==> config.mk <==
export PLATFORM = sky130hd
export DESIGN_NAME = demux3_stream_flat
export DESIGN_NICKNAME = d
export VERILOG_FILES = /design/src/rtl/demux3_stream_if.sv /design/src/rtl/demux3_stream.sv /design/src/flat_wrapper.sv
export SDC_FILE = /design/constraint.sdc
export NUM_CORES = 1
export LEC_CHECK = 0
export CORE_ASPECT_RATIO = 1.25
export CORE_MARGIN = 2
export CORE_UTILIZATION = 39
export CTS_CLUSTER_SIZE = 12
export DETAILED_ROUTE_END_ITERATION = 12
export PLACE_DENSITY = 0.76
export SLEW_MARGIN = 20
export SYNTH_ARGS = -nofsm -noshare
export SYNTH_HDL_FRONTEND = slang
export SYNTH_SLANG_ARGS = --single-unit
==> constraint.sdc <==
create_clock -name clk -period 1.7 [get_ports clk]
set_clock_uncertainty 0.05 [all_clocks]
set_input_delay 0.34 -clock clk [delete_from_list [all_inputs] [get_ports clk]]
set_output_delay 0.34 -clock clk [all_outputs]
set_load 0.01 [all_outputs]
==> src/rtl/demux3_stream_if.sv <==
// demux3_stream_if: handshake and data bundle for the 1-to-3 stream demux.
// slave modport is the demux side, master modport is the producer/consumer side.
interface demux3_stream_if #(
  parameter int WIDTH = 8,
  parameter int CNTW  = 8
);
  logic             in_valid;
  logic             in_ready;
  logic [WIDTH-1:0] d;
  logic [1:0]       s;
  logic [WIDTH-1:0] y0;
  logic [WIDTH-1:0] y1;
  logic [WIDTH-1:0] y2;
  logic             v0;
  logic             v1;
  logic             v2;
  logic             r0;
  logic             r1;
  logic             r2;
  logic [CNTW-1:0]  cnt0;
  logic [CNTW-1:0]  cnt1;
  logic [CNTW-1:0]  cnt2;

  modport slave (
    input  in_valid, d, s, r0, r1, r2,
    output in_ready, y0, y1, y2, v0, v1, v2, cnt0, cnt1, cnt2
  );

  modport master (
    output in_valid, d, s, r0, r1, r2,
    input  in_ready, y0, y1, y2, v0, v1, v2, cnt0, cnt1, cnt2
  );
endinterface

==> src/rtl/demux3_stream.sv <==
// demux3_stream: registered 1-to-3 stream demultiplexer.
// Select encoding matches the 3:1 operand mux: 00 -> lane 0, 01 -> lane 1,
// 1x -> lane 2. Each lane is a one-entry EMPTY/FULL holding register with
// its own valid/ready, so a stalled lane never blocks the other two.
// Optional feature: define DEMUX3_CNT_EN to build the per-lane accepted-word
// counters; otherwise cnt0..cnt2 are tied to zero.
module demux3_stream #(
  parameter int WIDTH = 8,
  parameter int CNTW  = 8
) (
  input  logic              clk,
  input  logic              reset,
  demux3_stream_if.slave    bus
);

  typedef enum logic {
    EMPTY = 1'b0,
    FULL  = 1'b1
  } lane_state_e;

  lane_state_e      state_q [3];
  lane_state_e      state_d [3];
  logic [WIDTH-1:0] y_q     [3];
  logic [WIDTH-1:0] y_d     [3];

  logic [1:0]       sel_s;
  logic [2:0]       v_s;
  logic [2:0]       r_s;
  logic [2:0]       open_s;
  logic [2:0]       load_s;
  logic             in_ready_s;

  assign r_s = {bus.r2, bus.r1, bus.r0};

  // Decode the lane select; both 1x codes map to lane 2.
  always_comb begin
    sel_s = 2'd0;
    case (bus.s)
      2'b00:   sel_s = 2'd0;
      2'b01:   sel_s = 2'd1;
      default: sel_s = 2'd2;
    endcase
  end

  // Lane openness and input ready; depends only on s, lane valid and lane ready.
  always_comb begin
    v_s        = 3'b000;
    open_s     = 3'b000;
    in_ready_s = 1'b0;
    for (int i = 0; i < 3; i++) begin
      v_s[i]    = (state_q[i] == FULL);
      open_s[i] = ~v_s[i] | r_s[i];
    end
    case (sel_s)
      2'd0:    in_ready_s = open_s[0];
      2'd1:    in_ready_s = open_s[1];
      2'd2:    in_ready_s = open_s[2];
      default: in_ready_s = 1'b0;
    endcase
  end

  // Per-lane next state: a load wins over a drain so a same-cycle
  // drain+load replaces the word without a bubble.
  always_comb begin
    load_s = 3'b000;
    for (int i = 0; i < 3; i++) begin
      load_s[i]  = bus.in_valid & in_ready_s & (sel_s == 2'(i));
      state_d[i] = state_q[i];
      y_d[i]     = y_q[i];
      if (load_s[i]) begin
        state_d[i] = FULL;
        y_d[i]     = bus.d;
      end else if (v_s[i] & r_s[i]) begin
        state_d[i] = EMPTY;
      end else begin
        state_d[i] = state_q[i];
      end
    end
  end

  // Lane state and data registers; reset discards any held word.
  always_ff @(posedge clk or posedge reset) begin
    if (reset) begin
      for (int i = 0; i < 3; i++) begin
        state_q[i] <= EMPTY;
        y_q[i]     <= {WIDTH{1'b0}};
      end
    end else begin
      for (int i = 0; i < 3; i++) begin
        state_q[i] <= state_d[i];
        y_q[i]     <= y_d[i];
      end
    end
  end

  assign bus.in_ready = in_ready_s;
  assign bus.y0       = y_q[0];
  assign bus.y1       = y_q[1];
  assign bus.y2       = y_q[2];
  assign bus.v0       = v_s[0];
  assign bus.v1       = v_s[1];
  assign bus.v2       = v_s[2];

`ifdef DEMUX3_CNT_EN
  logic [CNTW-1:0] cnt_q [3];
  logic [CNTW-1:0] cnt_d [3];

  // Count accepted words per lane; natural modulo-2^CNTW wrap.
  always_comb begin
    for (int i = 0; i < 3; i++) begin
      if (load_s[i]) begin
        cnt_d[i] = cnt_q[i] + {{(CNTW-1){1'b0}}, 1'b1};
      end else begin
        cnt_d[i] = cnt_q[i];
      end
    end
  end

  // Counter registers.
  always_ff @(posedge clk or posedge reset) begin
    if (reset) begin
      for (int i = 0; i < 3; i++) begin
        cnt_q[i] <= {CNTW{1'b0}};
      end
    end else begin
      for (int i = 0; i < 3; i++) begin
        cnt_q[i] <= cnt_d[i];
      end
    end
  end

  assign bus.cnt0 = cnt_q[0];
  assign bus.cnt1 = cnt_q[1];
  assign bus.cnt2 = cnt_q[2];
`else
  assign bus.cnt0 = {CNTW{1'b0}};
  assign bus.cnt1 = {CNTW{1'b0}};
  assign bus.cnt2 = {CNTW{1'b0}};
`endif

endmodule

==> src/flat_wrapper.sv <==
// flat-port wrapper written by rule: the top's interface ports become plain ports
module demux3_stream_flat 
#(
  parameter int WIDTH = 8,
  parameter int CNTW  = 8
)
  (clk, reset, bus_in_valid, bus_d, bus_s, bus_r0, bus_r1, bus_r2, bus_in_ready, bus_y0, bus_y1, bus_y2, bus_v0, bus_v1, bus_v2, bus_cnt0, bus_cnt1, bus_cnt2);
  demux3_stream_if #(.WIDTH(WIDTH), .CNTW(CNTW)) bus_i ();
  input  logic clk;
  input  logic reset;
  input wire logic [$bits(bus_i.in_valid)-1:0] bus_in_valid;
  input wire logic [$bits(bus_i.d)-1:0] bus_d;
  input wire logic [$bits(bus_i.s)-1:0] bus_s;
  input wire logic [$bits(bus_i.r0)-1:0] bus_r0;
  input wire logic [$bits(bus_i.r1)-1:0] bus_r1;
  input wire logic [$bits(bus_i.r2)-1:0] bus_r2;
  output wire logic [$bits(bus_i.in_ready)-1:0] bus_in_ready;
  output wire logic [$bits(bus_i.y0)-1:0] bus_y0;
  output wire logic [$bits(bus_i.y1)-1:0] bus_y1;
  output wire logic [$bits(bus_i.y2)-1:0] bus_y2;
  output wire logic [$bits(bus_i.v0)-1:0] bus_v0;
  output wire logic [$bits(bus_i.v1)-1:0] bus_v1;
  output wire logic [$bits(bus_i.v2)-1:0] bus_v2;
  output wire logic [$bits(bus_i.cnt0)-1:0] bus_cnt0;
  output wire logic [$bits(bus_i.cnt1)-1:0] bus_cnt1;
  output wire logic [$bits(bus_i.cnt2)-1:0] bus_cnt2;
  assign bus_i.in_valid = bus_in_valid;
  assign bus_i.d = bus_d;
  assign bus_i.s = bus_s;
  assign bus_i.r0 = bus_r0;
  assign bus_i.r1 = bus_r1;
  assign bus_i.r2 = bus_r2;
  assign bus_in_ready = bus_i.in_ready;
  assign bus_y0 = bus_i.y0;
  assign bus_y1 = bus_i.y1;
  assign bus_y2 = bus_i.y2;
  assign bus_v0 = bus_i.v0;
  assign bus_v1 = bus_i.v1;
  assign bus_v2 = bus_i.v2;
  assign bus_cnt0 = bus_i.cnt0;
  assign bus_cnt1 = bus_i.cnt1;
  assign bus_cnt2 = bus_i.cnt2;
  demux3_stream #(.WIDTH(WIDTH), .CNTW(CNTW)) u_core (.clk(clk), .reset(reset), .bus(bus_i));
endmodule
; ---- Word-level counts from Yosys, hierarchy flattened
; Cells that the tools add are included.
[classes]
add_sub_neg = 0
multipliers = 0
div_mod_pow = 0
magnitude_cmp = 0
n_eq_ne = 3
shifts = 0
muxes = 8
bitwise = 13
reduce_logical = 5
[op_table]
columns = op, n
row1 = bitwise AND 1 bit, 7
row2 = two-way mux 1 bit, 6
row3 = nonzero test 2 bit, 3
row4 = "== test 2 x 1 -> 1 bit, second input constant", 2
row5 = logical NOT 2 bit, 2
row6 = case mux 2 bit (2 select lines), 1
row7 = inverter 1 bit, 3
row8 = OR 1 bit, 3
row9 = case mux 1 bit (3 select lines), 1
row10 = "== test 2 bit, second input constant", 1
[totals]
reg_bits = 27
latchBits = 0
ramBits = 0
mem_bits_ro = 0
input_bits = 16
output_inout_bits = 52
wordCells = 35
memories = 0

; ---- Longest topological paths before layout
; Gate-level depths: netlist (run 1).
[depth]
depth_word = 7
ltp_mapped = 4
depth_no_buf = 3

; ---- Worst setup path after synthesis (run 1)
; No wires, ideal clock.
[synth_path]
path_kind = input port to flip-flop
start = in bus_in_valid
end = reg u_core.y_q, in the netlist u_core.bus.y1[0]
setup_time_ns = 0.125
arrival_time_ns = 1.130
required_ns = 1.525
setup_slack_ns = 0.395
stages = 4
cell_sequence = nor2b_2 -> and3_1 -> buf_6 -> mux2_4
[synth_via]
elab_chain_len = 2
[synth_rtl]
columns = item, line_no
row1 = from (decl), flat_wrapper.sv:11  ; input wire logic [$bits(bus_i.in_valid)-1:0] bus_in_valid;
row2 = bitwise AND 1 bit (2 in a row), demux3_stream.sv:67  ; load_s[i] = bus.in_valid & in_ready_s & (sel_s == 2'(i));
row3 = "to (signal, indexed assignment)", demux3_stream.sv:86  ; y_q[i] <= {WIDTH{1'b0}};
row4 = "to (signal, indexed assignment)", demux3_stream.sv:91  ; y_q[i] <= y_d[i];
row5 = to (decl), demux3_stream.sv:23  ; logic [WIDTH-1:0] y_q [3];
; No other way between the ends.
; A chain may end at the register's enable or synchronous reset.

; ---- Final worst setup path (run 1)
[layout_path]
start = in bus_in_valid
end = reg u_core.y_q, in the netlist u_core.bus.y1[2]
; Same word-level chain as after synthesis.

==> impl_summary.md, run 1 <==
Power and ir drop
Of the total power, combinational logic draws 0.330. The share of total power dissipated in sequential elements is 0.471. The power per cell area is 989 nW/um2. The standby leakage power is 0.000834 uW. Cell internal power was estimated by the tool at 1300 uW.

The switching power as a share of total power is 0.262. Summed over all nets, the switching power comes to 460 uW. Power comes to 1760 uW. Of the total power, the clock network draws 0.199. IR analysis of the VDD net gives a maximum drop of 0.521 mV.

Clocking
Clock tree synthesis selected as its root buffer the cell clkbuf_8. The number of buffers created by CTS is 3. The clock passes through at most 2 buffers. Clock-pin slew was measured on the worst setup and hold paths at 90 ps. For the worst-skew pair, the clock arrives at the later sink with an insertion delay of 260 ps.

CTS built an H-tree with a depth of 1. Hold repair after CTS inserted 0 buffers. The clock sink count is 27.

TritonCTS built the clock tree.

Timing
The hold violation total from the final report is 0. The final max-slew violation count was 0. Setup repair after global routing left no endpoint under its margin. The final critical delay including setup and external delays is 1640 ps. Hold timing on the final database bottoms out at a slack of 378 ps.

In the finished design, the share of the clock period the worst path needs comes to 0.962. Based on the critical path, the design can be clocked at up to 612 MHz. The number of endpoints failing setup at the final stage is 0.

Synth
In the post-synthesis netlist, the biggest area contributors are dfrtp_1 (53%), buf_4 (14%), mux2_2 (14%). The biggest area contributor in the post-synthesis netlist is dfrtp_1. Of the total synthesized cell area, the portion taken by XOR and XNOR cells is 0.

The number of warnings issued by yosys is 0. The portion of synthesized area spent on multiplexers is 0.244. Of the total synthesized cell area, the portion taken by full adders, half adders and majority gates is 0.

Of the total synthesized cell area, the portion taken by AND, OR, NAND and NOR gates is 0.0550. Of the post-synthesis cell area, the dominant cell type holds 0.530. The main combinational cell family by area after synthesis is multiplexers. The count of cell types in the netlist is 16. The count of state elements after synthesis is 27. The share of the Yosys chip area taken by registers is 0.530. Synthesis produced 95 cells. The area fraction in compound gates after synthesis is 0.00786.

The per-instance average area after synthesis is 13.4 um2. The synthesized cell area is 1270 um2.

Layout
The layout cell share with drive strength beyond 1 is 0.279. The final cell count without fillers is 184. The layout overhead on the synthesized area is 39.4%. 0 antenna diodes ended up in the layout. At the end of the flow, the number of nets in the layout was 164.

Leaving out fill and tap cells, the most frequent cells in the layout are clkdlybuf4s50_1 (39), dfrtp_1 (27), conb_1 (24), mux2_2 (16), mux2_4 (8). Leaving out fill and tap cells, the most frequent cell in the layout is clkdlybuf4s50_1.

Routing
For this block, the initial DRC count from the detailed router was 11. The total via count in the routed design is 807. The post-route antenna net violation count is 0. The post-detailed-route via-to-cell ratio is 4.39. The post-detailed-route wirelength per cell is 13.8 um. The first-pass iteration count of the detailed router is 4. Summed over all layers, the routed wires come to 2530 um. After detailed routing, the number of remaining DRC violations is 0.

Floorplanning
After floorplanning, the core was divided into 23 placement rows. Pin placement for this block handled 68 I/O pins. The core region is 3170 um2.

The x dimension of the die is 55.1 um. The initial utilization of the core area, before any placement, comes to 0.402. The die footprint is 3740 um2. The height of the die is 67.9 um.

Critical path
The critical path's slowest cell is clkdlybuf4s50_1. The critical path is of the input port to register type. The data arrival time of the critical path is 1740 ps. The critical path's top delay family is buffers and inverters. For the worst setup path, the data required time is 1800 ps. In this run the worst path has a maximum fanout of 8. The worst setup path is launched from an input port. Together, buffers and inverters on the worst path number 2. The type of destination of the critical path is a register.

The worst reg-to-reg setup slack is 200 ps. The maximum single-stage delay on the critical path is 470 ps. The signal on the critical path passes through clkdlybuf4s50_1, nor2b_2, and3_1, buf_12, mux2_4.

Global routing
The first global-routing pass estimated 4000 um of wire. The largest net degree at the start of global routing is 28. The global-route usage over all layers is 0.147. The number of antenna violations at the first check in global routing is 0. For this run the aggregate overflow at the end of global routing stands at 0. The via count of the first global-routing pass is 848.

Place
The HPWL after detailed placement is 1890 um. At the end of routability-driven placement, the weighted congestion stood at 0.697. In this run, placement finished with an instance count of 178. The port buffer count is 43.

Flow run
The number of max-capacitance violations reported is 0.

Hold path
The class of the worst hold path is input port to async pin.

Outcome
The run finished with clean final reports.
worst reg2reg max path: stages, from the launching register on:
cell	delay, ps
dfrtp_1	410
nand2b_4	70
buf_4	130
buf_4	130
nand3b_2	230
mux2_2	380
power groups by stage:
stage | sequential [uW] | clock [uW] | combinational [uW]
floorplan | 891 | 0 | 229
global placement | 832 | 0 | 565
detailed placement | 836 | 0 | 579
CTS | 827 | 366 | 579
global route | 845 | 397 | 626
finish | 827 | 349 | 579
cells in the mapped netlist, drive strengths merged:
library cell  instances
conb                  1
mux2i                 1
mux2                 24
nor2b                 2
and3                  1
nand3b                1
nand2b                3
o21ai                 2
buf                  26
nand2                 5
dfrtp                27
inv                   2
area by class of cell:
cell class                      count  area [um2]
Inverter                            2        7.51
Fill cell                         291        1390
Clock buffer                        4        45.0
Tap cell                           37        46.3
Multi-Input combinational cell     63         499
Sequential cell                    27         676
Timing Repair Buffer               51         502
worst paths after layout:
check | start | end | depth (start not counted)
max in group asynchronous | reset | u_core.bus.y1[5] | 3
min in group clk | bus_r1 | u_core.bus.v1 | 4
hold reg to reg | u_core.bus.y2[6] | u_core.bus.y2[6] | 1
setup / recovery | bus_in_valid | u_core.bus.y1[2] | 5
hold / removal | reset | u_core.bus.v1 | 3
setup reg to reg | u_core.bus.v0 | u_core.bus.y0[1] | 5
per-layer routing:
layer  routed length [um]  GRT usage
met5                    0          0
met4                    0     0.0274
met3                  213     0.0393
met2                 1370      0.253
met1                  945      0.184
sequential cells by signal, indices dropped and copies added, names as in the netlist:
register	flops
u_core.bus.y1	8
u_core.bus.y2	8
u_core.bus.v0	1
u_core.bus.v2	1
u_core.bus.y0	8
u_core.bus.v1	1
kinds of logic after synthesis:
logic type / after synthesis
compound gates: 2
buf+inv: 28
flops: 27
mux: 25
other cells: 1
simple gates: 12
per-stage QoR:
stage	worst slack (ps)	instance area, um2	TNS, ps	util
after floorplan	395	1360	0	-
after CTS	1.36	1740	0	0.549
final	64.9	1780	0	0.561
after global placement	-374	1700	-3440	0.536
after detailed placement	-398	1700	-4640	0.536
after global routing	30.0	1780	0	0.561
what timing repair did:
item / CTS / global route
endpoints found under the setup margin: 1 / 1
buffers inserted: 0 / 2
cloned: 0 / 0
pin swaps: 0 / 1
resized for setup: 5 / 6
Power figures use the tool's default switching activity.
==> inputs of run 2 (changes only) <==
--- a/config.mk
+++ b/config.mk
@@ -11,7 +11,7 @@
 export CTS_CLUSTER_SIZE = 12
 export DETAILED_ROUTE_END_ITERATION = 12
 export PLACE_DENSITY = 0.76
-export SLEW_MARGIN = 20
+export SLEW_MARGIN = 10
 export SYNTH_ARGS = -nofsm -noshare
 export SYNTH_HDL_FRONTEND = slang
 export SYNTH_SLANG_ARGS = --single-unit
==> results of run 2 <==
Final layout, timing and power as in run 1 (identical DEF).
